File: config.mk
export PLATFORM = sky130hd
export DESIGN_NAME = dac_frame_sequencer_flat
export DESIGN_NICKNAME = d
export VERILOG_FILES = /design/src/rtl/dac_pkg.sv /design/src/rtl/dac_frame_sequencer_if.sv /design/src/rtl/dac_frame_shifter.sv /design/src/rtl/dac_frame_sequencer.sv /design/src/flat_wrapper.sv
export SDC_FILE = /design/constraint.sdc
export NUM_CORES = 1
export LEC_CHECK = 0
export CAP_MARGIN = 5
export CORE_UTILIZATION = 66
export CTS_CLUSTER_SIZE = 12
export DETAILED_ROUTE_END_ITERATION = 6
export DONT_BUFFER_PORTS = 1
export PLACE_DENSITY = 0.82
export REMOVE_ABC_BUFFERS = 1
export SYNTH_ARGS = -nofsm -noshare
export SYNTH_HDL_FRONTEND = slang
export SYNTH_SLANG_ARGS = --single-unit
File: constraint.sdc
create_clock -name clk -period 4 [get_ports clk]
set_input_delay 0.4 -clock clk [delete_from_list [all_inputs] [get_ports clk]]
set_output_delay 0.4 -clock clk [all_outputs]
set_load 0.05 [all_outputs]
File: src/rtl/dac_pkg.sv
// Shared definitions for the DAC frame sequencer: FSM states, channel mode
// encodings, frame layout constants and the 32-bit write-frame assembler.
package dac_pkg;

  localparam int         FRAME_W = 32;
  localparam logic [3:0] PAD_HI  = 4'hF;
  localparam logic [7:0] PAD_LO  = 8'hFF;

  typedef enum logic [1:0] {
    IDLE,
    SHIFT,
    GAP
  } state_t;

  localparam logic [1:0] MODE_MUTE  = 2'd0;
  localparam logic [1:0] MODE_SRC_A = 2'd1;
  localparam logic [1:0] MODE_B_OFS = 2'd2;
  localparam logic [1:0] MODE_B_RAW = 2'd3;

  // Samples arrive already left-justified to 12 bits, so inverting bit 11
  // turns a two's-complement value into offset binary for any DATA_W.
  function automatic logic [FRAME_W-1:0] build_frame(
    input logic [3:0]  chan,
    input logic [3:0]  cmd,
    input logic [11:0] smp_a,
    input logic [11:0] smp_b,
    input logic [1:0]  mode
  );
    logic [11:0] data;
    case (mode)
      MODE_SRC_A: data = smp_a;
      MODE_B_OFS: data = smp_b ^ 12'h800;
      MODE_B_RAW: data = smp_b;
      default:    data = 12'h000;
    endcase
    return {PAD_HI, cmd, chan, data, PAD_LO};
  endfunction

endpackage

File: src/rtl/dac_frame_sequencer_if.sv
// Serial DAC pin bundle: data, active-low frame sync and serial clock.
// The sequencer drives it (master); the DAC or a monitor observes it (slave).
interface dac_frame_sequencer_if;

  logic dac_din;
  logic dac_sync_n;
  logic dac_sclk;

  modport master (output dac_din, output dac_sync_n, output dac_sclk);
  modport slave  (input  dac_din, input  dac_sync_n, input  dac_sclk);

endinterface

File: src/rtl/dac_frame_shifter.sv
// 32-bit frame serialiser: load a word, shift it MSB first at CLK_DIV clk
// cycles per bit. sclk is high for the first half of each bit period and
// idles high; sync_n is low exactly while a frame is being shifted.
module dac_frame_shifter
  import dac_pkg::*;
#(
  parameter int CLK_DIV = 2
) (
  input  logic               clk,
  input  logic               rst_n,
  input  logic               load,
  input  logic [FRAME_W-1:0] word,
  output logic               active,
  output logic               last_bit,
  dac_frame_sequencer_if.master dac
);

  localparam int DIV_W = $clog2(CLK_DIV);

  logic [FRAME_W-1:0] shreg;
  logic [4:0]         bit_cnt;
  logic [DIV_W-1:0]   div_cnt;
  logic               period_end;

  assign period_end = (div_cnt == DIV_W'(CLK_DIV - 1));
  assign last_bit   = active && period_end && (bit_cnt == 5'd31);

  // Shift register with bit-period and bit-index counters; a load restarts the frame.
  always_ff @(posedge clk or negedge rst_n) begin
    if (!rst_n) begin
      active  <= 1'b0;
      shreg   <= '0;
      bit_cnt <= 5'd0;
      div_cnt <= '0;
    end else if (load) begin
      active  <= 1'b1;
      shreg   <= word;
      bit_cnt <= 5'd0;
      div_cnt <= '0;
    end else if (active) begin
      if (period_end) begin
        div_cnt <= '0;
        bit_cnt <= bit_cnt + 5'd1;
        shreg   <= {shreg[FRAME_W-2:0], 1'b0};
        if (bit_cnt == 5'd31) begin
          active <= 1'b0;
        end
      end else begin
        div_cnt <= div_cnt + 1'b1;
      end
    end
  end

  // Pins are pure functions of registered state, so reset forces idle levels at once.
  assign dac.dac_din    = active & shreg[FRAME_W-1];
  assign dac.dac_sync_n = ~active;
  assign dac.dac_sclk   = ~active | (div_cnt < DIV_W'(CLK_DIV / 2));

endmodule

File: src/rtl/dac_frame_sequencer.sv
// Captures one sample per channel on start, then writes one 32-bit frame per
// channel to a serial DAC with GAP_CYC idle cycles after each frame.
// Starts arriving while busy (or in the done cycle) are dropped and flag overrun.
module dac_frame_sequencer
  import dac_pkg::*;
#(
  parameter int         CHANNELS = 2,
  parameter int         DATA_W   = 12,
  parameter int         CLK_DIV  = 2,
  parameter int         GAP_CYC  = 2,
  parameter logic [3:0] CMD      = 4'b0011
) (
  input  logic                       clk,
  input  logic                       rst_n,
  input  logic                       start,
  input  logic [CHANNELS*DATA_W-1:0] src_a,
  input  logic [CHANNELS*DATA_W-1:0] src_b,
  input  logic [CHANNELS*2-1:0]      mode,
  input  logic                       clr_overrun,
  dac_frame_sequencer_if.master      dac,
  output logic                       busy,
  output logic                       done,
  output logic                       overrun
);

  localparam int GAP_W = $clog2(GAP_CYC + 1);

  state_t                     state, state_nxt;
  logic [3:0]                 chan_q;
  logic [GAP_W-1:0]           gap_cnt;
  logic [CHANNELS*DATA_W-1:0] src_a_q, src_b_q;
  logic [CHANNELS*2-1:0]      mode_q;
  logic                       done_q, overrun_q;
  logic                       accept, load, gap_end, last_chan;
  logic                       sh_active, sh_last;
  logic [3:0]                 ld_chan;
  logic [DATA_W-1:0]          sel_a, sel_b;
  logic [1:0]                 sel_m;
  logic [FRAME_W-1:0]         ld_word;

  function automatic logic [11:0] justify(input logic [DATA_W-1:0] s);
    return 12'(s) << (12 - DATA_W);
  endfunction

  // done_q still counts as busy for start acceptance so the done cycle rejects a strobe.
  assign accept    = (state == IDLE) && start && !done_q;
  assign gap_end   = (state == GAP) && (gap_cnt == GAP_W'(GAP_CYC - 1));
  assign last_chan = (chan_q == 4'(CHANNELS - 1));

  // State register.
  always_ff @(posedge clk or negedge rst_n) begin
    if (!rst_n) state <= IDLE;
    else        state <= state_nxt;
  end

  // Next state and frame load strobe.
  always_comb begin
    state_nxt = state;
    load      = 1'b0;
    case (state)
      IDLE: begin
        if (accept) begin
          state_nxt = SHIFT;
          load      = 1'b1;
        end
      end
      SHIFT: begin
        if (sh_last) state_nxt = GAP;
      end
      GAP: begin
        if (gap_end) begin
          if (last_chan) begin
            state_nxt = IDLE;
          end else begin
            state_nxt = SHIFT;
            load      = 1'b1;
          end
        end
      end
      default: state_nxt = IDLE;
    endcase
  end

  // Channel 0 is built straight from the live inputs on the accept edge; later channels use the latch.
  always_comb begin
    ld_chan = 4'd0;
    sel_a   = src_a[DATA_W-1:0];
    sel_b   = src_b[DATA_W-1:0];
    sel_m   = mode[1:0];
    if (state != IDLE) begin
      ld_chan = chan_q + 4'd1;
      sel_a   = src_a_q[int'(ld_chan)*DATA_W +: DATA_W];
      sel_b   = src_b_q[int'(ld_chan)*DATA_W +: DATA_W];
      sel_m   = mode_q[int'(ld_chan)*2 +: 2];
    end
  end

  assign ld_word = build_frame(ld_chan, CMD, justify(sel_a), justify(sel_b), sel_m);

  // Sample latch, channel counter and gap counter.
  always_ff @(posedge clk or negedge rst_n) begin
    if (!rst_n) begin
      src_a_q <= '0;
      src_b_q <= '0;
      mode_q  <= '0;
      chan_q  <= 4'd0;
      gap_cnt <= '0;
    end else begin
      if (accept) begin
        src_a_q <= src_a;
        src_b_q <= src_b;
        mode_q  <= mode;
        chan_q  <= 4'd0;
      end else if (load) begin
        chan_q <= ld_chan;
      end
      if (state == GAP) gap_cnt <= gap_cnt + 1'b1;
      else              gap_cnt <= '0;
    end
  end

  // Completion pulse and sticky overrun; a new overrun beats a simultaneous clear.
  always_ff @(posedge clk or negedge rst_n) begin
    if (!rst_n) begin
      done_q    <= 1'b0;
      overrun_q <= 1'b0;
    end else begin
      done_q <= gap_end && last_chan;
      if (start && ((state != IDLE) || done_q)) overrun_q <= 1'b1;
      else if (clr_overrun)                     overrun_q <= 1'b0;
    end
  end

  assign busy    = (state != IDLE);
  assign done    = done_q;
  assign overrun = overrun_q;

  dac_frame_shifter #(.CLK_DIV(CLK_DIV)) u_shifter (
    .clk      (clk),
    .rst_n    (rst_n),
    .load     (load),
    .word     (ld_word),
    .active   (sh_active),
    .last_bit (sh_last),
    .dac      (dac)
  );

endmodule

File: src/flat_wrapper.sv
// flat-port wrapper written by rule: the top's interface ports become plain ports
module dac_frame_sequencer_flat import dac_pkg::*;
#(
  parameter int         CHANNELS = 2,
  parameter int         DATA_W   = 12,
  parameter int         CLK_DIV  = 2,
  parameter int         GAP_CYC  = 2,
  parameter logic [3:0] CMD      = 4'b0011
)
  (clk, rst_n, start, src_a, src_b, mode, clr_overrun, busy, done, overrun, dac_dac_din, dac_dac_sync_n, dac_dac_sclk);
  dac_frame_sequencer_if dac_i ();
  input  logic clk;
  input  logic rst_n;
  input  logic start;
  input  logic [CHANNELS*DATA_W-1:0] src_a;
  input  logic [CHANNELS*DATA_W-1:0] src_b;
  input  logic [CHANNELS*2-1:0] mode;
  input  logic clr_overrun;
  output logic busy;
  output logic done;
  output logic overrun;
  output wire logic [$bits(dac_i.dac_din)-1:0] dac_dac_din;
  output wire logic [$bits(dac_i.dac_sync_n)-1:0] dac_dac_sync_n;
  output wire logic [$bits(dac_i.dac_sclk)-1:0] dac_dac_sclk;
  assign dac_dac_din = dac_i.dac_din;
  assign dac_dac_sync_n = dac_i.dac_sync_n;
  assign dac_dac_sclk = dac_i.dac_sclk;
  dac_frame_sequencer #(.CHANNELS(CHANNELS), .DATA_W(DATA_W), .CLK_DIV(CLK_DIV), .GAP_CYC(GAP_CYC), .CMD(CMD)) u_core (.clk(clk), .rst_n(rst_n), .start(start), .src_a(src_a), .src_b(src_b), .mode(mode), .clr_overrun(clr_overrun), .dac(dac_i), .busy(busy), .done(done), .overrun(overrun));
endmodule
Word level (Yosys, flattened, before mapping)
Cells that the tools add are included.
- register bits after elaboration: 101
- input bits: 56
- output and inout port bits: 6
- logic and storage cells: 85
- add/subtract/negate cells: 4
- multiply operators: 1
- order comparisons: 1
- eq/ne operators: 11
- shift-type cells: 3
- multiplexer cells: 32
- bitwise gates (word level): 4
- reduce and logical (&&, ||, !) cells: 17
- operators with widths (operator ; number):
    $mux 32 ; 3
    $shiftx 24x32->12 ; 2
    $pmux 12 s3 ; 1
    $mux 12 ; 2
    $mux 5 ; 3
    $mux 1 ; 13
    $mux 4 ; 3
    $mux 2 ; 5
    $reduce_bool 2->1 ; 5
    $logic_and 1x1->1 ; 7
    $eq 2x1->1 const B ; 3
    $eq 2x2->1 const B ; 3
    $mul 4x2->6 const B ; 1
    $ne 2x1->1 const B ; 3
    $pmux 2 s3 ; 1
    $shiftx 4x6->2 ; 1
    $add 5x1->5 const B ; 1
    $eq 5x5->1 const B ; 1
    $add 4x1->4 const B ; 1
    $eq 4x1->1 const B ; 1
    $reduce_and 3->1 ; 1
    $add 2x1->2 const B ; 1
    $logic_not 2->1 ; 1
    $not 1->1 ; 2
    other kinds (8) ; 8

Logic depth before layout (Yosys ltp)
Gate-level depths: netlist of the first run.
- depth after elaboration: 7
- mapped depth: 7

Modules after synthesis
Synthesis of the first run repeated with hierarchy kept, for this count alone.
- cell total of the unflattened synthesis: 417
- area, all modules: 4913.5 sq um
- by module, submodules not included (module ; times used ; cells an instance ; area each (sq um) ; sequential area each (sq um)):
    dac_frame_sequencer ; 1 ; 242 ; 3096.7 ; 1551.5
    dac_frame_shifter ; 1 ; 175 ; 1816.7 ; 975.9

Least setup slack after synthesis of the first run
OpenSTA, ideal clock, no wires.
- path type: register -> output
- start point: register u_core.u_shifter.active
- end point: output port dac_dac_sclk
- arrival: 1.400 ns
- required time: 3.600 ns
- setup slack: 2.200 ns
- stages on the path, launching flop included: 6
- buffers on the path: 3
- cells stage by stage: dfrtp_1 -> and2_1 -> buf_2 -> inv_1 -> clkbuf_1 -> buf_2
- word-level cells in the longest chain between the ends: 2
- RTL lines (item ; RTL line ; text):
    start, declared ; dac_frame_shifter.sv:13 ; output logic active,
    start signal, assigned ; dac_frame_shifter.sv:31 ; active <= 1'b0;
    start signal, assigned ; dac_frame_shifter.sv:36 ; active <= 1'b1;
    start signal, assigned ; dac_frame_shifter.sv:46 ; active <= 1'b0;
    $not 1->1 ; dac_frame_shifter.sv:57 ; assign dac.dac_sclk = ~active | (div_cnt < DIV_W'(CLK_DIV / 2));
    $or 1x1->1 ; dac_frame_shifter.sv:57 ;
    end, declared ; flat_wrapper.sv:24 ; output wire logic [$bits(dac_i.dac_sclk)-1:0] dac_dac_sclk;
No other way between the ends.

Worst setup path in the final report of the first run
- start point: register u_core.state[1]
- end point: output port busy
- word-level cells in the longest chain between the ends: 1
- RTL lines (item ; RTL line ; text):
    start, declared ; dac_frame_sequencer.sv:28 ; state_t state, state_nxt;
    start signal, assigned ; dac_frame_sequencer.sv:53 ; else state <= state_nxt;
    $reduce_bool 2->1 ; dac_frame_sequencer.sv:134 ; assign busy = (state != IDLE);
    end, declared ; flat_wrapper.sv:19 ; output logic busy;
No other way between the ends.

==> results of run 1 <==
==> stage by stage <==
step / total power [mW] / instance area (um^2)
final: 1.741 / 5032
after global routing: 1.793 / 5032
after CTS: 1.747 / 5032
after detailed placement: 1.143 / 4817
after global placement: 1.140 / 4817
after floorplan: 1.128 / 4652
==> cell usage in the layout, fill, tap and decap left out, drive strengths merged, types with 5 or more instances in the layout <==
master and count:
a21oi 15, a221oi 9, a22o 5, a22oi 7, and3 8, buf 7, clkbuf 12, dfrtp 101
ha 5, inv 8, mux2 15, mux2i 11, nand2 221, nand3 15, nor2 11, o21ai 14
o22ai 11
==> kinds of logic (layout without fill, tap and decap cells) <==
group	after synthesis	in the layout	share of synthesized area, %
AOI/OAI and AO/OA	73	73	10.60
xor gates and xnor gates	8	8	1.462
adders and majority gates	5	5	1.305
buffers and inverters	39	31	3.473
DFF	101	101	52.74
muxes	26	26	5.823
and+or+nand+nor	276	276	24.60
==> path summary, 6_finish.rpt <==
path | startpoint | to | slack, ps
worst max-delay path | u_core.state[1] | busy | 1240
worst min-delay path | src_a[17] | u_core.src_a_q[17] | 130
worst max register to register | u_core.chan_q[0] | u_core.u_shifter.shreg[19] | 1460
worst min register to register | u_core.gap_cnt[0] | u_core.gap_cnt[0] | 450
max in group asynchronous | rst_n | u_core.u_shifter.shreg[13] | 3030
min in group asynchronous | rst_n | u_core.u_shifter.bit_cnt[4] | 620
==> per-layer routing <==
metal | vias up | share of wire [%] | GRT usage (%)
li1 | 1737 | - | -
met1 | 1701 | 45 | 38.05
met2 | 103 | 48 | 45.60
met3 | 13 | 6.6 | 7.583
met4 | 0 | 1.2 | 7.452
met5 | - | 0 | 0
==> power groups by stage <==
| stage | clock network [mW] | logic (mW) | registers (mW) |
|---|---|---|---|
| 5_1_grt | 0.632 | 0.0902 | 1.07 |
| 4_1_cts | 0.600 | 0.0796 | 1.07 |
| 6_report | 0.596 | 0.0779 | 1.07 |
| 3_5_place_dp | 0 | 0.0554 | 1.09 |
| 2_1_floorplan | 0 | 0.0458 | 1.08 |
| 3_3_place_gp | 0 | 0.0529 | 1.09 |
==> layout make-up <==
type | instances | area [um^2] | share of cell area (%)
Clock inverter | 4 | 32.53 | 0.6464
Multi-Input combinational cell | 388 | 2098 | 41.70
Sequential cell | 101 | 2527 | 50.22
Tap cell | 96 | 120.1 | 2.387
Clock buffer | 12 | 145.1 | 2.884
Inverter | 7 | 26.28 | 0.5221
Timing Repair Buffer | 8 | 82.58 | 1.641
==> repair_timing <==
item                                   CTS  global route
setup endpoints to repair                0             0
endpoints found under the hold margin  101             0
hold buffers                             2             0
setup buffers                            0             0
==> registers in the layout, indices dropped and copies added (netlist names) <==
signal and flops:
u_core.done 1, u_core.src_b_q 24, u_core.u_shifter.shreg 32, u_core.mode_q 4, u_core.chan_q 4, u_core.gap_cnt 2
u_core.state 2, u_core.u_shifter.bit_cnt 5, u_core.src_a_q 24, u_core.u_shifter.div_cnt 1, u_core.overrun 1, u_core.u_shifter.active 1
==> results.json, run 1 <==
{
  "sw_frac_of_total_pct": 23.77,
  "power.net_switching_mw": 0.4139,
  "clockBufferDepth": 2,
  "grt_usage_pct": 28.18,
  "setup_violations": 0,
  "drcViolationCount": 0,
  "clk_pin_slew_ps": 100,
  "initialDrtViolationCount": 331,
  "worst_path_largest_cell_delay_ps": 960,
  "nNetsFinal": 576,
  "fin_tns_setup_ps": 0,
  "drt_wl_total_um": 9771,
  "final_util_pct": 72.86,
  "post_cts_resized": 0,
  "crit_slowest_cell": "nor2_1",
  "ios": 62,
  "finalWorstSetupSlack_ps": 1242,
  "slew_violations": 0,
  "ctsRootBufferMaster": "clkbuf_8",
  "portBuffers": 0,
  "synthTopCellsByArea": "dfrtp_1, nand2_1, mux2_2, mux2i_1, a221oi_1",
  "diodes": 0,
  "cts_buffers": 9,
  "dr.pass1.iters": 4,
  "synth_top_cell_area_share_pct": 52.74,
  "grt_pass1_wl_um": 16480,
  "tritoncts": "built",
  "clkSinkCount": 101,
  "grt_start_max_net_pins": 102,
  "internal-power_mw": 1.327,
  "dieArea_um2": 7606,
  "p_per_area_nw_per_um2": 346.0,
  "tightest_slew_ps": 1222,
  "cts-htree-levels": 3,
  "globalplace.congestion": 0.8106,
  "status": "finished, final reports clean",
  "pwr-share-seq_pct": 61.3,
  "maxCapViolations": 0,
  "cp_max_fo": 16,
  "relSlewSlack_pct": 18.23,
  "area_delta_synth_final_pct": 5.013,
  "worst_ep_required_time_ps": 3600,
  "ys.flop_type": "dfrtp_1",
  "p_leak_nw": 2.535,
  "path_cells": "nor2_1, inv_1",
  "max_freq_mhz": 362.6,
  "antenna_found_initial": 0,
  "finalCritPeriodShare_pct": 68.95,
  "synth-edff-count": 0,
  "core_area_um2": 6907,
  "insertion_delay_ps": 370,
  "synth_cell_types": 39,
  "yosysSeqAreaShare_pct": 52.74,
  "start_util_pct": 69.38,
  "dp_hpwl_um": 6299,
  "critical_path_depth": 2,
  "yosysWarnings": 0,
  "die_h_um": 87.21,
  "rsz0062_at_grt": "false",
  "drt-wirelength-per-cell_um": 15.86,
  "crit_type": "flip-flop to output port",
  "hold_slack_ps": 132.7,
  "yosysMostFrequentCell": "nand2_1",
  "viasPerCell": 5.769,
  "critPathArrivalTime_ps": 2360,
  "netlist_instances": 528,
  "overflow": 0,
  "dp_worst_setup_slack_ps": 1531,
  "die_w_um": 87.21,
  "crit_family": "simple AND/OR/NAND/NOR gates",
  "grt_pass1_vias": 3536,
  "vias": 3554,
  "critPathBufInv": 1,
  "ff2ff_path_depth": 6,
  "crit_path_start_kind": "flip-flop",
  "fill_cells": 552,
  "p_clk_share_pct": 34.2,
  "critPathCaptureType": "output port",
  "vdd_drop_max_uv": 340.2,
  "numPlacedInstances": 598,
  "rows": 30,
  "hp-class": "input port to flip-flop",
  "whs_path_depth": 2,
  "fin_cells": 616,
  "final_hold_viol_count": 0,
  "ant_nets": 0,
  "yosys_register_bits": 101,
  "post-route-min-period_ps": 2758,
  "syn-cell-area_um2": 4792,
  "async_flop_share_pct": 100.0,
  "drive_gt1_share_pct": 8.077,
  "syn_area_per_cell_um2": 9.076,
  "p_comb_share_pct": 4.5,
  "synth_common_cells": "nand2_1, dfrtp_1, clkbuf_1, mux2_2, nand3_1",
  "yosysTopAreaCell": "dfrtp_1",
  "finClkSkew_ps": 10.62
}
Power figures use the tool's default switching activity.
==> run 2: changes to the inputs <==
- CORE_UTILIZATION: 66 -> 57
- PLACE_DENSITY: 0.82 -> 0.75
- clock period: 4 -> 2.45 ns (I/O delays scaled with it)
==> run 2 against run 1 <==
  * Count of clock-buffer cells in the layout fell by 2
  * Non-clock buffer count grew 58
  * Clock power up 80%
  * Power grew 71%
  * Critical endpoint unchanged
  * Sequential share of layout area fell by 5.2 points
  * Register-to-register slack got worse by 1100 ps
  * The run now ends with negative hold slack left
  * Global-route usage shrank 1.8 points
  * Die area is 15% higher
  * Worst hold slack worse by 570 ps
==> results.json, run 2 (same netlist as run 1, synthesis figures left out) <==
{
  "status": "finished, violations left",
  "p_per_area_nw_per_um2": 530.9,
  "rows": 33,
  "met1_length_um": 4648,
  "ctsRootBufferMaster": "clkbuf_8",
  "setup_violations": 0,
  "final_hold_viol_count": 101,
  "met2_length_um": 5365,
  "start_util_pct": 58.62,
  "critPathCaptureType": "output port",
  "drt_wl_total_um": 10730,
  "numPlacedInstances": 614,
  "hp-class": "input port to asynchronous set/reset pin",
  "vias": 3864,
  "hold_buffers": 53,
  "wl_met3_um": 577,
  "viasPerCell": 5.657,
  "post-route-cell-area_um2": 5608,
  "worst_ep_required_time_ps": 2200,
  "cts-htree-levels": 3,
  "fill_cells": 630,
  "crit_family": "buffers and inverters",
  "ios": 62,
  "grt_start_max_net_pins": 102,
  "ant_nets": 0,
  "cp_common_cell": "buf_4",
  "final_common_cell": "nand2_1",
  "maxCapViolations": 0,
  "register_area_um2": 2527,
  "clkSinkCount": 101,
  "dp_worst_setup_slack_ps": 458.9,
  "violations": "negative hold slack",
  "antenna_found_initial": 0,
  "top_layer_used": "met4",
  "fin_cells": 683,
  "worst_path_largest_cell_delay_ps": 480,
  "final_cell_mix": "nand2_1, dfrtp_1, dlygate4sd3_1",
  "initialDrtViolationCount": 234,
  "clockBufferDepth": 2,
  "drive_gt1_share_pct": 8.651,
  "place_area_um2": 4881,
  "grt_pass1_wl_um": 17940,
  "tritoncts": "built",
  "grt_pass1_vias": 3745,
  "drt-wirelength-per-cell_um": 15.71,
  "globalplace.congestion": 0.7964,
  "tightest_slew_ps": 617.4,
  "core_area_um2": 8175,
  "largest_reg_flops": 32,
  "crit_slowest_cell": "dfrtp_1",
  "crit_path_start_kind": "flip-flop",
  "postCtsSetupRepairBufs": 0,
  "cts_buffers": 9,
  "clk_pin_slew_ps": 110,
  "rsz0062_at_grt": "false",
  "max_freq_mhz": 477.3,
  "die_w_um": 93.69,
  "dieArea_um2": 8778,
  "portBuffers": 0,
  "hold_slack_ps": -437.7,
  "crit_type": "flip-flop to output port",
  "grt_usage_pct": 26.37,
  "critPathBufInv": 3,
  "nNetsFinal": 634,
  "finClkSkew_ps": 16.67,
  "max_flop_register": "u_core.u_shifter.shreg",
  "post-route-min-period_ps": 2095,
  "multi_input_area_um2": 2098,
  "die_h_um": 93.69,
  "overflow": 0,
  "vdd_drop_max_uv": 409.4,
  "diodes": 0,
  "path_cells": "nor2_1, buf_4, inv_1, buf_4",
  "area_delta_synth_final_pct": 17.02,
  "dr.pass1.iters": 5,
  "finalCritPeriodShare_pct": 85.52,
  "slew_violations": 0,
  "drcViolationCount": 0,
  "insertion_delay_ps": 370,
  "top_regs": "u_core.u_shifter.shreg: 32 flops, u_core.src_a_q: 24 flops, u_core.src_b_q: 24 flops",
  "finalWorstSetupSlack_ps": 354.7,
  "critPathArrivalTime_ps": 1850,
  "cp_max_fo": 11,
  "post_cts_resized": 0,
  "dp_hpwl_um": 6584,
  "relSlewSlack_pct": 58.84,
  "p_leak_nw": 2.785
}
[run 2: cell count changes in the layout (fill, tap and decap cells not counted), sizes merged]
cell	change
bufinv	+1
buf	+6
dlygate4sd3	+52
clkinvlp	-1
inv	+2
clkbuf	-2
[run 2: metrics by stage]
stage / power (mW) / TNS [ps] / util (%)
4_1_cts: 2.997 / 0 / 68.60
6_report: 2.977 / 0 / 68.60
2_1_floorplan: 1.841 / -14080 / -
3_3_place_gp: 1.860 / 0 / 59.70
3_5_place_dp: 1.865 / 0 / 59.70
5_1_grt: 3.083 / 0 / 68.60
[run 2: final cells by class]
class / instances / share of cell area, %
Clock inverter: 6 / 1.227
Tap cell: 105 / 2.343
Sequential cell: 101 / 45.07
Inverter: 7 / 0.4685
Multi-Input combinational cell: 388 / 37.42
Clock buffer: 10 / 2.276
Timing Repair Buffer: 66 / 11.20
[run 2: final timing paths]
kind                            cells past startpoint                  to         startpoint  slack [ps]
worst min register to register                      1   u_core.gap_cnt[0]  u_core.gap_cnt[0]         440
worst min-delay path                                0  u_core.src_b_q[17]              rst_n        -440
worst max register to register                      8    u_core.chan_q[0]   u_core.chan_q[1]         380
min in group clk                                    2      u_core.overrun              start          30
worst max-delay path                                4                busy    u_core.state[1]         350
max in group asynchronous                           0  u_core.src_b_q[10]              rst_n        2770
[run 2: worst reg2reg max path: cells and delay by family, from the launching register on]
kind,cells,cell delay [ps]
AOI/OAI and AO/OA,2,280
adders and majority gates,1,180
buffers and inverters,3,610
DFF,1,410
and+or+nand+nor,2,490
[run 2: routing by layer]
| metal | up-vias | GRT usage [%] |
|---|---|---|
| li1 | 1854 | - |
| met1 | 1889 | 35.61 |
| met2 | 107 | 43.07 |
| met3 | 14 | 6.472 |
| met4 | 0 | 6.154 |
| met5 | - | 0 |
[run 2: report_power, final]
part           internal, mW  leakage, nW  switching, mW
combinational         0.104         1.42         0.0571
clock                 0.483       0.0977          0.591
sequential             1.71         1.26         0.0328
==> run 3: changes to the inputs <==
- CORE_UTILIZATION: 57 -> 59
- CTS_BUF_LIST: default -> sky130_fd_sc_hd__clkbuf_8
- PLACE_DENSITY: 0.75 -> 0.78
==> run 3 against run 2 <==
  * The flow still finishes with violations (negative hold slack)
  * Sequential cell count is the same
  * Worst setup slack lost 64 ps
  * Cell count shrank 1.0%
  * Critical path depth grew 2
  * Sequential share of layout area grew 0.48 points
  * First-iteration DRC count shrank 9.0%
  * Critical endpoint is now u_core.u_shifter.shreg[19]
  * Highest routed layer unchanged
==> results.json, run 3 (same netlist as run 1, synthesis figures left out) <==
{
  "post_cts_resized": 0,
  "cts-htree-levels": 3,
  "final_hold_viol_count": 101,
  "dr.pass1.iters": 5,
  "insertion_delay_ps": 360,
  "postCtsSetupRepairBufs": 0,
  "p_leak_nw": 2.768,
  "vias": 3862,
  "ctsRootBufferMaster": "clkbuf_8",
  "critPathCaptureType": "flip-flop",
  "die_w_um": 92.13,
  "grt_pass1_wl_um": 18280,
  "tightest_slew_ps": 697.9,
  "slew_violations": 0,
  "maxCapViolations": 0,
  "ios": 62,
  "crit_family": "compound AO/OA/AOI/OAI gates",
  "largest_reg_flops": 32,
  "grt_start_max_net_pins": 102,
  "final_cell_mix": "nand2_1, dfrtp_1, dlygate4sd3_1",
  "relSlewSlack_pct": 53.46,
  "setup_violations": 0,
  "path_cells": "ha_1, or3b_4, a21oi_2, buf_12, a221oi_1, a221oi_1",
  "clockBufferDepth": 2,
  "clkSinkCount": 101,
  "max_flop_register": "u_core.u_shifter.shreg",
  "dp_worst_setup_slack_ps": 347.3,
  "status": "finished, violations left",
  "tritoncts": "built",
  "hp-class": "input port to asynchronous set/reset pin",
  "core_area_um2": 7807,
  "start_util_pct": 61.38,
  "worst_path_largest_cell_delay_ps": 550,
  "grt_pass1_vias": 3905,
  "drcViolationCount": 0,
  "crit_type": "flip-flop to flip-flop",
  "hold_slack_ps": -437.9,
  "viasPerCell": 5.713,
  "nNetsFinal": 631,
  "post-route-min-period_ps": 2159,
  "rows": 32,
  "diodes": 0,
  "violations": "negative hold slack",
  "fin_total_pwr_mw": 2.803,
  "finClkSkew_ps": 18.02,
  "p_per_area_nw_per_um2": 505.2,
  "antenna_found_initial": 0,
  "max_freq_mhz": 463.2,
  "portBuffers": 0,
  "finalWorstSetupSlack_ps": 290.9,
  "area_delta_synth_final_pct": 15.80,
  "globalplace.congestion": 0.8341,
  "rsz0062_at_grt": "false",
  "vdd_drop_max_uv": 353.8,
  "fin_tns_setup_ps": 0,
  "worst_ep_required_time_ps": 2700,
  "top_regs": "u_core.u_shifter.shreg: 32 flops, u_core.src_a_q: 24 flops, u_core.src_b_q: 24 flops",
  "ant_nets": 0,
  "initialDrtViolationCount": 213,
  "cp_max_fo": 39,
  "crit_path_start_kind": "flip-flop",
  "hold_buffers": 50,
  "dp_hpwl_um": 6553,
  "cts_buffers": 9,
  "final_util_pct": 71.07,
  "overflow": 0,
  "dieArea_um2": 8487,
  "drt-wirelength-per-cell_um": 16.02,
  "clk_pin_slew_ps": 100,
  "grt_usage_pct": 27.48,
  "final_common_cell": "nand2_1",
  "cp_common_cell": "a221oi_1",
  "critPathArrivalTime_ps": 2410,
  "die_h_um": 92.13,
  "finalCritPeriodShare_pct": 88.13,
  "drive_gt1_share_pct": 8.014,
  "crit_slowest_cell": "dfrtp_1",
  "critPathBufInv": 1,
  "drt_wl_total_um": 10830
}
## run 3: changes by cell type in the layout (fill, tap and decap cells not counted), sizes merged
| cell | delta |
|---|---|
| clkbuf | -1 |
| clkinvlp | +1 |
| bufinv | -1 |
| dlygate4sd3 | -3 |
## run 3: stage by stage
step	cell area [um^2]	cells
floorplan	4652	496
global placement	4890	611
detailed placement	4890	611
CTS	5549	676
global route	5549	676
finish	5549	676
## run 3: worst paths after layout
kind	start	end	slack, ps	depth (start not counted)
worst max-delay path	u_core.chan_q[0]	u_core.u_shifter.shreg[19]	290	6
worst min-delay path	rst_n	u_core.u_shifter.div_cnt	-440	0
worst max register to register	u_core.chan_q[0]	u_core.u_shifter.shreg[19]	290	6
worst min register to register	u_core.gap_cnt[0]	u_core.gap_cnt[0]	430	1
max in group asynchronous	rst_n	u_core.u_shifter.shreg[14]	2740	0
min in group clk	src_a[2]	u_core.src_a_q[2]	10	2
## run 3: layout make-up
| cell class | count | area (um^2) |
|---|---|---|
| flip-flops and latches | 101 | 2527 |
| clock buffers | 9 | 123.9 |
| clock inverters | 6 | 35.03 |
| fillers | 581 | 2258 |
| well taps | 102 | 127.6 |
| inverters | 7 | 26.28 |
| multi-input cells | 388 | 2098 |
| repair buffers | 63 | 610.6 |
## run 3: worst reg2reg max path, cell delays in order, from the launching register on
cell	delay, ps
dfrtp_1	550
ha_1	230
or3b_4	410
a21oi_2	300
buf_12	240
a221oi_1	90
a221oi_1	220
## run 3: layer usage
| layer | up-vias | GRT usage (%) | wire length [um] |
|---|---|---|---|
| met3 | 19 | 4.478 | 455 |
| met2 | 107 | 45.46 | 5345 |
| li1 | 1844 | - | - |
| met4 | 0 | 11.20 | 208 |
| met1 | 1892 | 36.14 | 4818 |
| met5 | - | 0 | 0 |
## run 3: report_power, final
| group | leakage (nW) | internal, mW | switching, mW |
|---|---|---|---|
| clock | 0.0851 | 0.355 | 0.544 |
| combinational | 1.42 | 0.101 | 0.0584 |
| sequential | 1.26 | 1.71 | 0.0348 |
